==> src/rtl/sum_server_pkg.sv <==
// Shared port identifiers and default sizes for the two-port sum server.
// Latency: none (types and constants only).
// Backpressure: not applicable.
package sum_server_pkg;

    typedef enum logic {
        PORT_A = 1'b0,
        PORT_B = 1'b1
    } port_e;

    localparam int DEF_WIDTH = 8;
    localparam int DEF_CNT_W = 16;

    function automatic port_e other_port(input port_e p);
        return (p == PORT_A) ? PORT_B : PORT_A;
    endfunction

endpackage

==> src/rtl/sum_server_rr_arb2.sv <==
// Two-request round-robin arbiter: one-hot grants plus per-port eligibility.
// Latency: grants are combinational; the pointer moves on the edge after an advance.
// Backpressure: none of its own; the caller qualifies eligibility with its own readiness.
module rr_arb2
    import sum_server_pkg::*;
(
    input  logic clock,
    input  logic reset_n,
    input  logic req_a,
    input  logic req_b,
    input  logic advance,
    output logic elig_a,
    output logic elig_b,
    output logic gnt_a,
    output logic gnt_b
);

    port_e rr_ptr_q;
    port_e rr_ptr_d;

    always_comb begin
        // A port is eligible unless the other one is also requesting and the pointer favours it.
        elig_a   = !req_b || (rr_ptr_q == PORT_A);
        elig_b   = !req_a || (rr_ptr_q == PORT_B);
        gnt_a    = req_a && elig_a;
        gnt_b    = req_b && elig_b;
        rr_ptr_d = rr_ptr_q;
        if (advance && req_a && req_b) begin
            rr_ptr_d = other_port(gnt_a ? PORT_A : PORT_B);
        end
    end

    always_ff @(posedge clock or negedge reset_n) begin
        if (!reset_n) begin
            rr_ptr_q <= PORT_A;
        end else begin
            rr_ptr_q <= rr_ptr_d;
        end
    end

endmodule

==> src/rtl/sum_server.sv <==
// Two-port add server: arbitrates calls on A/B, returns op1+op2 with carry; SUM_SERVER_SAT_EN clamps on carry.
// Latency: result is valid one cycle after acceptance; full throughput back-to-back.
// Backpressure: a call is accepted only while the result register is empty or draining this cycle.
module sum_server
    import sum_server_pkg::*;
#(
    parameter int WIDTH = DEF_WIDTH,
    parameter int CNT_W = DEF_CNT_W
) (
    input  logic             clock,
    input  logic             reset_n,
    input  logic             a_valid,
    output logic             a_ready,
    input  logic [WIDTH-1:0] a_op1,
    input  logic [WIDTH-1:0] a_op2,
    input  logic             b_valid,
    output logic             b_ready,
    input  logic [WIDTH-1:0] b_op1,
    input  logic [WIDTH-1:0] b_op2,
    output logic             resp_valid,
    input  logic             resp_ready,
    output logic [WIDTH-1:0] resp_sum,
    output logic             resp_port,
    output logic             resp_ovf,
    output logic [CNT_W-1:0] served_count
);

    logic             elig_a, elig_b, gnt_a, gnt_b;
    logic             can_accept, accept;
    logic [WIDTH-1:0] op1, op2;
    logic [WIDTH:0]   full_sum;

    logic             resp_valid_q, resp_valid_d;
    logic [WIDTH-1:0] resp_sum_q, resp_sum_d;
    port_e            resp_port_q, resp_port_d;
    logic             resp_ovf_q, resp_ovf_d;
    logic [CNT_W-1:0] served_count_q, served_count_d;

    rr_arb2 u_arb (
        .clock   (clock),
        .reset_n (reset_n),
        .req_a   (a_valid),
        .req_b   (b_valid),
        .advance (accept),
        .elig_a  (elig_a),
        .elig_b  (elig_b),
        .gnt_a   (gnt_a),
        .gnt_b   (gnt_b)
    );

    always_comb begin
        can_accept = !resp_valid_q || resp_ready;
        // Readies are held low throughout reset, not just until the first edge.
        a_ready    = reset_n && can_accept && elig_a;
        b_ready    = reset_n && can_accept && elig_b;
        accept     = (a_valid && a_ready) || (b_valid && b_ready);

        op1        = gnt_a ? a_op1 : b_op1;
        op2        = gnt_a ? a_op2 : b_op2;
        full_sum   = {1'b0, op1} + {1'b0, op2};

        resp_valid_d   = resp_valid_q;
        resp_sum_d     = resp_sum_q;
        resp_port_d    = resp_port_q;
        resp_ovf_d     = resp_ovf_q;
        served_count_d = served_count_q;

        if (resp_valid_q && resp_ready) begin
            served_count_d = served_count_q + 1'b1;
        end

        if (accept) begin
            resp_valid_d = 1'b1;
            resp_ovf_d   = full_sum[WIDTH];
            resp_port_d  = gnt_b ? PORT_B : PORT_A;
`ifdef SUM_SERVER_SAT_EN
            resp_sum_d   = full_sum[WIDTH] ? {WIDTH{1'b1}} : full_sum[WIDTH-1:0];
`else
            resp_sum_d   = full_sum[WIDTH-1:0];
`endif
        end else if (resp_ready) begin
            resp_valid_d = 1'b0;
        end
    end

    always_ff @(posedge clock or negedge reset_n) begin
        if (!reset_n) begin
            resp_valid_q   <= 1'b0;
            resp_sum_q     <= '0;
            resp_port_q    <= PORT_A;
            resp_ovf_q     <= 1'b0;
            served_count_q <= '0;
        end else begin
            resp_valid_q   <= resp_valid_d;
            resp_sum_q     <= resp_sum_d;
            resp_port_q    <= resp_port_d;
            resp_ovf_q     <= resp_ovf_d;
            served_count_q <= served_count_d;
        end
    end

    assign resp_valid   = resp_valid_q;
    assign resp_sum     = resp_sum_q;
    assign resp_port    = resp_port_q;
    assign resp_ovf     = resp_ovf_q;
    assign served_count = served_count_q;

endmodule

==> config.mk <==
export PLATFORM = sky130hd
export DESIGN_NAME = sum_server
export DESIGN_NICKNAME = d
export VERILOG_FILES = /design/src/rtl/sum_server_pkg.sv /design/src/rtl/sum_server_rr_arb2.sv /design/src/rtl/sum_server.sv
export SDC_FILE = /design/constraint.sdc
export NUM_CORES = 1
export LEC_CHECK = 0
export CAP_MARGIN = 0
export CORE_MARGIN = 4
export CORE_UTILIZATION = 40
export CTS_BUF_LIST = sky130_fd_sc_hd__clkbuf_8
export DETAILED_ROUTE_END_ITERATION = 7
export PLACE_DENSITY_LB_ADDON = 0.15
export SKIP_CTS_REPAIR_TIMING = 1
export SLEW_MARGIN = 20
export SYNTH_ARGS = -nofsm -noshare
export SYNTH_HDL_FRONTEND = slang
export SYNTH_SLANG_ARGS = --single-unit
==> constraint.sdc <==
create_clock -name clock -period 4.5 [get_ports clock]
set_input_delay 0.45 -clock clock [delete_from_list [all_inputs] [get_ports clock]]
set_output_delay 0.45 -clock clock [all_outputs]
set_load 0.01 [all_outputs]
==> key figures, run 1 <==
Status
  – Status: completed

Hold path
  – Hold Crit Class: flop to flop
  – Hold Crit Depth: 1

Floorplan
  – Core area: about 4100 um^2
  – Row cnt: 23
  – Starting density of the core: a little over two fifths
  – Die width: 74.6 um
  – I/O pin total: 66
  – Die area: about 5600 um^2
  – DIE HEIGHT: ~75 um

Pwr
  – Leakage: approximately 1.1 nW
  – Clk pwr share: a little under a fifth
  – Internal power: 698 uW
  – Logic pwr share: between 40% and 50%
  – Pwr Density: about 400 nW/um^2
  – Pwr Total: ~1.0 mW
  – Sw Pwr: between 300 and 400 uW
  – Sequential share of power: a little over a third
  – Sw frac: 32.3%
  – Maximum VDD drop: 0.000234 V

Layout
  – Area of the multi-input gates: 1040 um^2
  – # fillers: ~390
  – # nets final: 284
  – Fin util: 61.6%
  – Fin cells: 286
  – Layout cells sized above 1: a little over an eighth
  – Synthesis-to-finish area growth: 43.9%
  – Storage cell area: 701 um^2
  – Antenna Diode Count: 0

Yosys
  – Synth async-reset ratio: 100%
  – Register bit count reported by yosys: 28
  – Top_reg_cell synth: dfrtp_1
  – Synthesized area: 1770 um^2
  – Most frequent cell after synthesis: dfrtp_1
  – Syn nets: 215
  – Cell count after synthesis: 168
  – Number of distinct library cells after synthesis: 46
  – Avg Inst Size Synth: about 11 um^2
  – Top-area cell type share of the netlist area: between 30 and 40%
  – Post-synth EDFFs: 0
  – Top cell type by total area after synthesis: dfrtp_1
  – Top cells by count, synth: dfrtp_1, nand2_1, mux2_2, xnor2_1, ha_1
  – Sequential fraction of the synthesis area: 39.5%
  – Ranking of synthesized cells by area: dfrtp_1, mux2_2, xnor2_1
  – Synth warnings: 0

Timing
  – Worst slew margin: 52.5%
  – Fin crit share: between 60% and 70%
  – Hold Violations, Final: 0
  – Achievable Freq: 321 MHz
  – Worst Skew: 0.00545 ns
  – Setup TNS: 0 ns
  – Final Max Tran Viols: 0
  – Worst Setup Slack, final: 1.38 ns
  – Crit path time final: roughly 3.1 ns
  – Final setup fails: 0
  – Worst-Margin Slew: 0.709 ns
  – RSZ-0062 raised after global routing: no

Route
  – Vias per cell: 5.16
  – DR WL/cell: 13.7 um
  – DRT iter0 DRCs: 59
  – DRT Pass-1 Iters: 2
  – Vias: 1477
  – Post-Route WL: 3930 um
  – Residual DRC: 0
  – Final ANT Viol Nets: 0

Setup path
  – Reg2Reg Launch Point: u_arb.rr_ptr_q$_DFFE_PN0P_
  – Crit path launch: a_valid
  – CP endpoint: resp_ovf$_DFFE_PN0P_
  – Slowest CP cell: clkdlybuf4s50_1
  – Kind of critical path: input pin to flop
  – Top cell family by delay on the critical path: compound AO/OA/AOI/OAI gates
  – Worst EP arrival: between 3 and 4 ns
  – Startpoint types: input pin
  – WP buf/inv: 1
  – Data required, critical path: ~4.6 ns
  – Crit. End Element: flop
  – RR Endpoint: resp_ovf$_DFFE_PN0P_
  – Crit path cell chain: clkdlybuf4s50_1 > a21boi_2 > mux2_2 > ha_1 > fa_1 > a211oi_1 > o21bai_1 > o21ai_0 > a31oi_1
  – Crit path max fanout: 11
  – Critical path depth in cells: 9
  – R2R setup slack: approximately 1.7 ns
  – R2R depth: 8
  – Max incr delay on CP: 0.53 ns

GRT
  – Initial antenna violation count: 0
  – Tot GR Track Use: 15.0%
  – Vias in the first global route: 1465
  – Total gr overflow: 0
  – Global-route wire length before repair: 6530 um
  – Largest net degree at the start of global routing: 20

CTS
  – Clk sink count: 28
  – CTS Buf Count: 3
  – Htree depth: 1
  – CTS clk-pin slew, worst paths: 0.09 ns
  – Clock root buffer: clkbuf_8
  – Clock buffer depth: 2
  – Clk Latency, worst-skew pair: 0.27 ns
  – TritonCTS clock tree: built

Placed design
  – Port bufs: 65
  – GP Congestion: 0.767
  – Place WS: around 1.1 ns
  – DP HPWL: 3230 um
  – Cells after DPL: roughly 280

Flow run
  – Max-Cap Viols: 0
==> through the flow <==
step | cell area (um^2) | hold WS (ns)
after floorplan | 1770 | 0.154
after global placement | 2480 | 0.460
after detailed placement | 2480 | 0.462
after CTS | 2550 | 0.480
after global routing | 2550 | 0.509
final | 2550 | 0.475
==> layout by cell type (no fill, tap or decap), types with 2 or more instances in the layout <==
master           netlist  routed
a211oi_1               4       4
a21o_1                 2       2
a21oi_1                4       4
a31oi_1                2       2
and3_1                 2       2
and4_1                 2       2
buf_4                  2       2
clkbuf_8               0       3
clkdlybuf4s50_1        0      65
dfrtp_1               28      28
ha_1                   9       9
inv_1                  3       3
mux2_2                17      17
nand2_1               19      19
nand2b_1               2       2
nand3_1                5       5
nand4_1                5       5
nand4b_1               2       2
nor2_1                 5       5
nor3_2                 2       2
o211ai_1               2       2
o21a_1                 2       2
o21ai_0                6       6
o21ai_1                3       3
o21bai_1               2       2
xnor2_1               14      14
xor2_1                 3       3
==> flip-flops by register name, summed over array words and instances, names as in the netlist <==
| name | cells |
|---|---|
| resp_ovf | 1 |
| u_arb.rr_ptr_q | 1 |
| resp_valid | 1 |
| served_count | 16 |
| resp_sum | 8 |
| resp_port | 1 |
==> cell families (layout without fill, tap and decap cells) <==
kind of cell	after synthesis	after routing	synth area share, %
and+or+nand+nor	54	54	17.2
AOI/OAI and AO/OA	35	35	14.7
DFF	28	28	39.5
xor gates and xnor gates	17	17	8.39
muxes	17	17	10.8
adders and majority gates	10	10	7.48
buffers and inverters	7	75	1.97
==> routing by layer <==
metal / vias to the layer above / routed length (um) / global-route usage (%)
li1: 753 / - / -
met1: 684 / 1780 / 19.0
met2: 36 / 1910 / 26.4
met3: 4 / 183 / 1.49
met4: 0 / 47 / 5.53
met5: - / 0 / 0
==> layout make-up <==
class	count	area share [%]
well taps	50	2.45
inverters	4	0.588
repair buffers	67	26.1
flip-flops and latches	28	27.4
multi-input cells	133	40.7
clock inverters	1	1.18
clock buffers	3	1.62
==> power groups by stage <==
stage	Combinational [mW]	Clock [mW]	Sequential (mW)
final	0.465	0.194	0.372
after global routing	0.517	0.210	0.379
after CTS	0.474	0.199	0.372
after detailed placement	0.470	0	0.377
after global placement	0.465	0	0.375
after floorplan	0.234	0	0.396
==> worst min-delay path by stage <==
stage,start,end
6_report,served_count[15]$_DFFE_PN0P_,served_count[15]$_DFFE_PN0P_
5_1_grt,served_count[15]$_DFFE_PN0P_,served_count[15]$_DFFE_PN0P_
4_1_cts,served_count[15]$_DFFE_PN0P_,served_count[15]$_DFFE_PN0P_
3_5_place_dp,served_count[15]$_DFFE_PN0P_,served_count[15]$_DFFE_PN0P_
3_3_place_gp,served_count[15]$_DFFE_PN0P_,served_count[15]$_DFFE_PN0P_
2_1_floorplan,reset_n,resp_ovf$_DFFE_PN0P_
(Power assumes the default switching activity.)
==> run 2, diff against run 1 <==
Clock period 4.5 ns to 3.25 ns, I/O delays scaled along.
==> run 2 against run 1 <==
  * Flip-flop and latch count unchanged
  * Clock power increased by 40%
  * Wire length increased by 0.81%
  * Critical path type unchanged
  * Critical endpoint unchanged
  * Largest cell class unchanged
==> key figures, run 2 (same netlist as run 1, synthesis figures left out) <==
Timing
  – Achievable Freq: 358 MHz
  – Worst slew margin: 52.9%
  – Worst Setup Slack, final: 0.460 ns
  – Crit path time final: 2.79 ns
  – Worst-Margin Slew: 0.703 ns
  – Hold Violations, Final: 0
  – Worst Skew: 0.00277 ns
  – Final setup fails: 0
  – RSZ-0062 raised after global routing: no
  – Setup TNS: 0 ns
  – Fin crit share: roughly 86%
  – Final Max Tran Viols: 0

Hold path
  – Hold Crit Class: input pin to async pin

GRT
  – Tot GR Track Use: between 10% and 20%
  – Largest net degree at the start of global routing: 31
  – Vias in the first global route: around 1600
  – Total gr overflow: 0
  – Initial antenna violation count: 0
  – Global-route wire length before repair: 6960 um

Setup path
  – Data required, critical path: between 3 and 4 ns
  – CP endpoint: resp_ovf$_DFFE_PN0P_
  – R2R depth: 9
  – RR Endpoint: resp_ovf$_DFFE_PN0P_
  – Worst EP arrival: 2.91 ns
  – Startpoint types: input pin
  – R2R setup slack: 0.54 ns
  – Crit path max fanout: 16
  – Max incr delay on CP: around 0.47 ns
  – Reg2Reg Launch Point: u_arb.rr_ptr_q$_DFFE_PN0P_
  – Crit path launch: a_valid
  – Kind of critical path: input pin to flop
  – Crit path cell chain: clkdlybuf4s50_1 > a21boi_2 > buf_12 > mux2_2 > ha_1 > fa_1 > a211oi_1 > o21bai_1 > o21ai_0 > a31oi_1
  – Slowest CP cell: clkdlybuf4s50_1
  – Crit. End Element: flop

Route
  – DR WL/cell: between 10 and 15 um
  – Final ANT Viol Nets: 0
  – Residual DRC: 0
  – DRT Pass-1 Iters: 4
  – Vias: 1501
  – Post-Route WL: just under 4000 um
  – DRT iter0 DRCs: 54
  – Vias per cell: 5.19

Layout
  – Most frequent cells in the layout: clkdlybuf4s50_1, dfrtp_1, nand2_1, mux2_2, xnor2_1
  – Number of flip-flops in the largest register: 16
  – Synthesis-to-finish area growth: 45.9%
  – # nets final: 287
  – # fillers: 370
  – Layout cells sized above 1: between 10% and 20%
  – Fin util: 62.5%
  – Antenna Diode Count: 0
  – Most common cell after layout, fill and taps aside: clkdlybuf4s50_1

CTS
  – TritonCTS clock tree: built
  – Clock root buffer: clkbuf_8
  – Clk Latency, worst-skew pair: 0.27 ns
  – Htree depth: 1
  – CTS clk-pin slew, worst paths: 0.09 ns
  – Clock buffer depth: 2
  – CTS Buf Count: 3
  – Clk sink count: 28

Pwr
  – Sw Pwr: ~470 uW
  – Pwr Total: 1.45 mW
  – Clk pwr share: 18.8%
  – Sequential share of power: a little over a third
  – Leakage: 1.08 nW
  – Logic pwr share: between 40% and 50%
  – Maximum VDD drop: 0.000230 V
  – Pwr Density: 559 nW/um^2
  – Internal power: 977 uW
  – Sw frac: 32.5%

Flow run
  – Max-Cap Viols: 0

Floorplan
  – Die width: 74.6 um
  – Row cnt: 23
  – DIE HEIGHT: 74.6 um
  – I/O pin total: 66
  – Starting density of the core: 42.8%
  – Core area: 4140 um^2
  – Die area: between 5000 and 6000 um^2

Placed design
  – DP HPWL: 3260 um
  – Port bufs: 65
  – GP Congestion: 0.785
  – Place WS: 0.196 ns

Status
  – Status: completed
[run 2: metal layers]
metal	global-route usage, %	wire length (um)
met5	0	0
met1	21.1	1760
met2	27.3	2000
met4	4.15	30
met3	1.22	175
[run 2: final cells by class]
| cell class | instances | area [um^2] | share of cell area [%] |
|---|---|---|---|
| multi-input combinational | 133 | 1040 | 40.1 |
| tap | 50 | 62.6 | 2.42 |
| sequential | 28 | 701 | 27.1 |
| clock inverter | 1 | 30.0 | 1.16 |
| clock buffer | 3 | 41.3 | 1.59 |
| timing repair buffer | 70 | 701 | 27.1 |
| inverter | 4 | 15.0 | 0.580 |
[run 2: worst min path at each step]
stage                                       from                      endpoint  slack (ns)  cells after the start
detailed placement       resp_sum[0]$_DFFE_PN0P_       resp_sum[0]$_DFFE_PN0P_        0.47                      2
CTS                                      reset_n         resp_port$_DFFE_PN0P_        0.25                      1
finish                                   reset_n         resp_port$_DFFE_PN0P_        0.24                      1
global placement    served_count[15]$_DFFE_PN0P_  served_count[15]$_DFFE_PN0P_        0.46                      1
floorplan                                reset_n          resp_ovf$_DFFE_PN0P_        0.03                      0
global route                             reset_n         resp_port$_DFFE_PN0P_        0.25                      1
[run 2: metrics by stage]
| step | instance area [um^2] | hold slack (ns) | std cells |
|---|---|---|---|
| 3_3_place_gp | 2520 | 0.463 | 285 |
| 6_report | 2590 | 0.244 | 289 |
| 4_1_cts | 2590 | 0.249 | 289 |
| 3_5_place_dp | 2520 | 0.473 | 285 |
| 5_1_grt | 2590 | 0.247 | 289 |
| 2_1_floorplan | 1770 | 0.0294 | 168 |
[run 2: power groups by stage]
stage          clock network, mW  logic (mW)  registers [mW]
2_1_floorplan                  0       0.324           0.549
3_3_place_gp                   0       0.657           0.520
3_5_place_dp                   0       0.667           0.524
4_1_cts                    0.276       0.670           0.516
5_1_grt                    0.290       0.737           0.526
6_report                   0.272       0.661           0.515
[run 2: critical path, delay by kind of cell]
kind / cells / cell delay, ns
AOI/OAI and AO/OA: 5 / 0.94
adders and majority gates: 2 / 0.67
muxes: 1 / 0.34
buffers and inverters: 2 / 0.63
==> run 3, diff against run 2 <==
Settings changed: SETUP_SLACK_MARGIN set to 0.15.
==> run 3 against run 2 <==
  * Clock skew stayed put
  * Sequential share of layout area is 0.052 points lower
  * Final area is 0.19% higher
  * Clock-buffer cell count stayed put
  * Total power is 0.30% higher
  * Critical endpoint unchanged
  * Largest cell class unchanged
==> key figures, run 3 (same netlist as run 1, synthesis figures left out) <==
Status
  – Status: completed

Layout
  – Number of flip-flops in the largest register: 16
  – Most common cell after layout, fill and taps aside: clkdlybuf4s50_1
  – Storage cell area: between 700 and 800 um^2
  – # nets final: 287
  – Most frequent cells in the layout: clkdlybuf4s50_1, dfrtp_1, nand2_1, mux2_2, xnor2_1
  – Synthesis-to-finish area growth: 46.2%
  – # fillers: 372
  – Area of the multi-input gates: roughly 1000 um^2
  – Antenna Diode Count: 0
  – Layout cells sized above 1: 15.1%

Timing
  – RSZ-0062 raised after global routing: no
  – Crit path time final: 2.74 ns
  – Final Max Tran Viols: 0
  – Setup TNS: 0 ns
  – Hold Violations, Final: 0
  – Worst-Margin Slew: 0.692 ns
  – Worst Setup Slack, final: approximately 0.5 ns
  – Worst Skew: 0.00277 ns
  – Achievable Freq: 365 MHz
  – Worst slew margin: 53.6%
  – Fin crit share: 84.3%
  – Final setup fails: 0

GRT
  – Largest net degree at the start of global routing: 31
  – Global-route wire length before repair: 6960 um
  – Met3 Resource Use GR: 1.22%
  – Tot GR Track Use: 15.7%
  – Initial antenna violation count: 0
  – Gr busiest metal: met2
  – Total gr overflow: 0
  – Met1 Resource Use GR: 21.1%
  – Vias in the first global route: between 1500 and 2000
  – M2 GR Usage: between 20% and 30%

Floorplan
  – Core area: 4140 um^2
  – Die width: ~75 um
  – Die area: about 5600 um^2
  – Starting density of the core: 42.8%
  – Row cnt: 23
  – I/O pin total: 66
  – DIE HEIGHT: 74.6 um

Setup path
  – Startpoint types: input pin
  – Kind of critical path: input pin to flop
  – Crit. End Element: flop
  – Worst EP arrival: around 2.9 ns
  – Slowest CP cell: clkdlybuf4s50_1
  – Data required, critical path: 3.37 ns
  – Crit path cell chain: clkdlybuf4s50_1 > a21boi_2 > buf_12 > mux2_2 > ha_1 > fa_1 > a211oi_2 > o21bai_1 > o21ai_0 > a31oi_1
  – Max incr delay on CP: 0.47 ns
  – Crit path max fanout: 16
  – Top cell family by delay on the critical path: compound AO/OA/AOI/OAI gates
  – WP buf/inv: 2

Hold path
  – Hold Crit Class: input pin to async pin

Route
  – DR WL/cell: 13.8 um
  – Vias: 1502
  – Residual DRC: 0
  – DRT iter0 DRCs: 54
  – Vias per cell: 5.20
  – Post-Route WL: 3970 um
  – Final ANT Viol Nets: 0
  – DRT Pass-1 Iters: 4

CTS
  – Clock root buffer: clkbuf_8
  – CTS clk-pin slew, worst paths: 0.09 ns
  – CTS Buf Count: 3
  – TritonCTS clock tree: built
  – Htree depth: 1
  – Clock buffer depth: 2
  – Clk Latency, worst-skew pair: between 0.2 and 0.3 ns
  – Clk sink count: 28

Pwr
  – Pwr Density: 560 nW/um^2
  – Maximum VDD drop: 0.000230 V
  – Leakage: 1.08 nW

Placed design
  – GP Congestion: 0.785
  – Place WS: slightly below 0.2 ns
  – DP HPWL: 3260 um
  – Port bufs: 65

Flow run
  – Max-Cap Viols: 0
-- run 3: cell counts in the layout (fill, tap and decap cells not counted) --
No cell type changed its count.
-- run 3: final timing paths --
kind / start / end / slack, ns / cells past startpoint
hold reg to reg: served_count[15]$_DFFE_PN0P_ / served_count[15]$_DFFE_PN0P_ / 0.48 / 1
setup / recovery: a_valid / resp_ovf$_DFFE_PN0P_ / 0.51 / 10
max in group asynchronous: reset_n / served_count[12]$_DFFE_PN0P_ / 2.39 / 2
hold / removal: reset_n / resp_port$_DFFE_PN0P_ / 0.24 / 1
min in group clock: served_count[15]$_DFFE_PN0P_ / served_count[15]$_DFFE_PN0P_ / 0.48 / 1
setup reg to reg: u_arb.rr_ptr_q$_DFFE_PN0P_ / resp_ovf$_DFFE_PN0P_ / 0.59 / 9
-- run 3: area by class of cell --
type                       instances  share of cell area (%)
clock buffer                       3                    1.59
clock inverter                     1                    1.16
inverter                           4                   0.579
multi-input combinational        133                    40.2
sequential                        28                    27.0
tap                               50                    2.41
timing repair buffer              70                    27.0
-- run 3: layer usage --
metal,vias up,wire length [um]
met5,-,0
met4,0,30
met3,2,175
met2,36,2000
met1,709,1770
li1,755,-
-- run 3: worst register-to-register path: stages (launching register included) --
cell      delay, ns
dfrtp_1        0.45
a21boi_2       0.20
buf_12         0.16
mux2_2         0.35
ha_1           0.24
fa_1           0.45
a211oi_2       0.27
o21bai_1       0.14
o21ai_0        0.16
a31oi_1        0.10
-- run 3: where the power goes --
group	leakage, nW	switching (mW)	internal [mW]	total, mW
combinational	0.690	0.286	0.378	0.665
clock	0.0357	0.107	0.165	0.272
sequential	0.358	0.0786	0.436	0.515
-- run 3: per-stage QoR --
step | cells | cell area, um^2 | hold slack, ns | power, mW | utilization (%)
6_report | 289 | 2590 | 0.244 | 1.45 | 62.6
5_1_grt | 289 | 2590 | 0.247 | 1.56 | 62.6
4_1_cts | 289 | 2590 | 0.249 | 1.46 | 62.5
3_5_place_dp | 285 | 2520 | 0.473 | 1.19 | 60.7
3_3_place_gp | 285 | 2520 | 0.463 | 1.18 | 60.7
2_1_floorplan | 168 | 1770 | 0.0294 | 0.873 | -
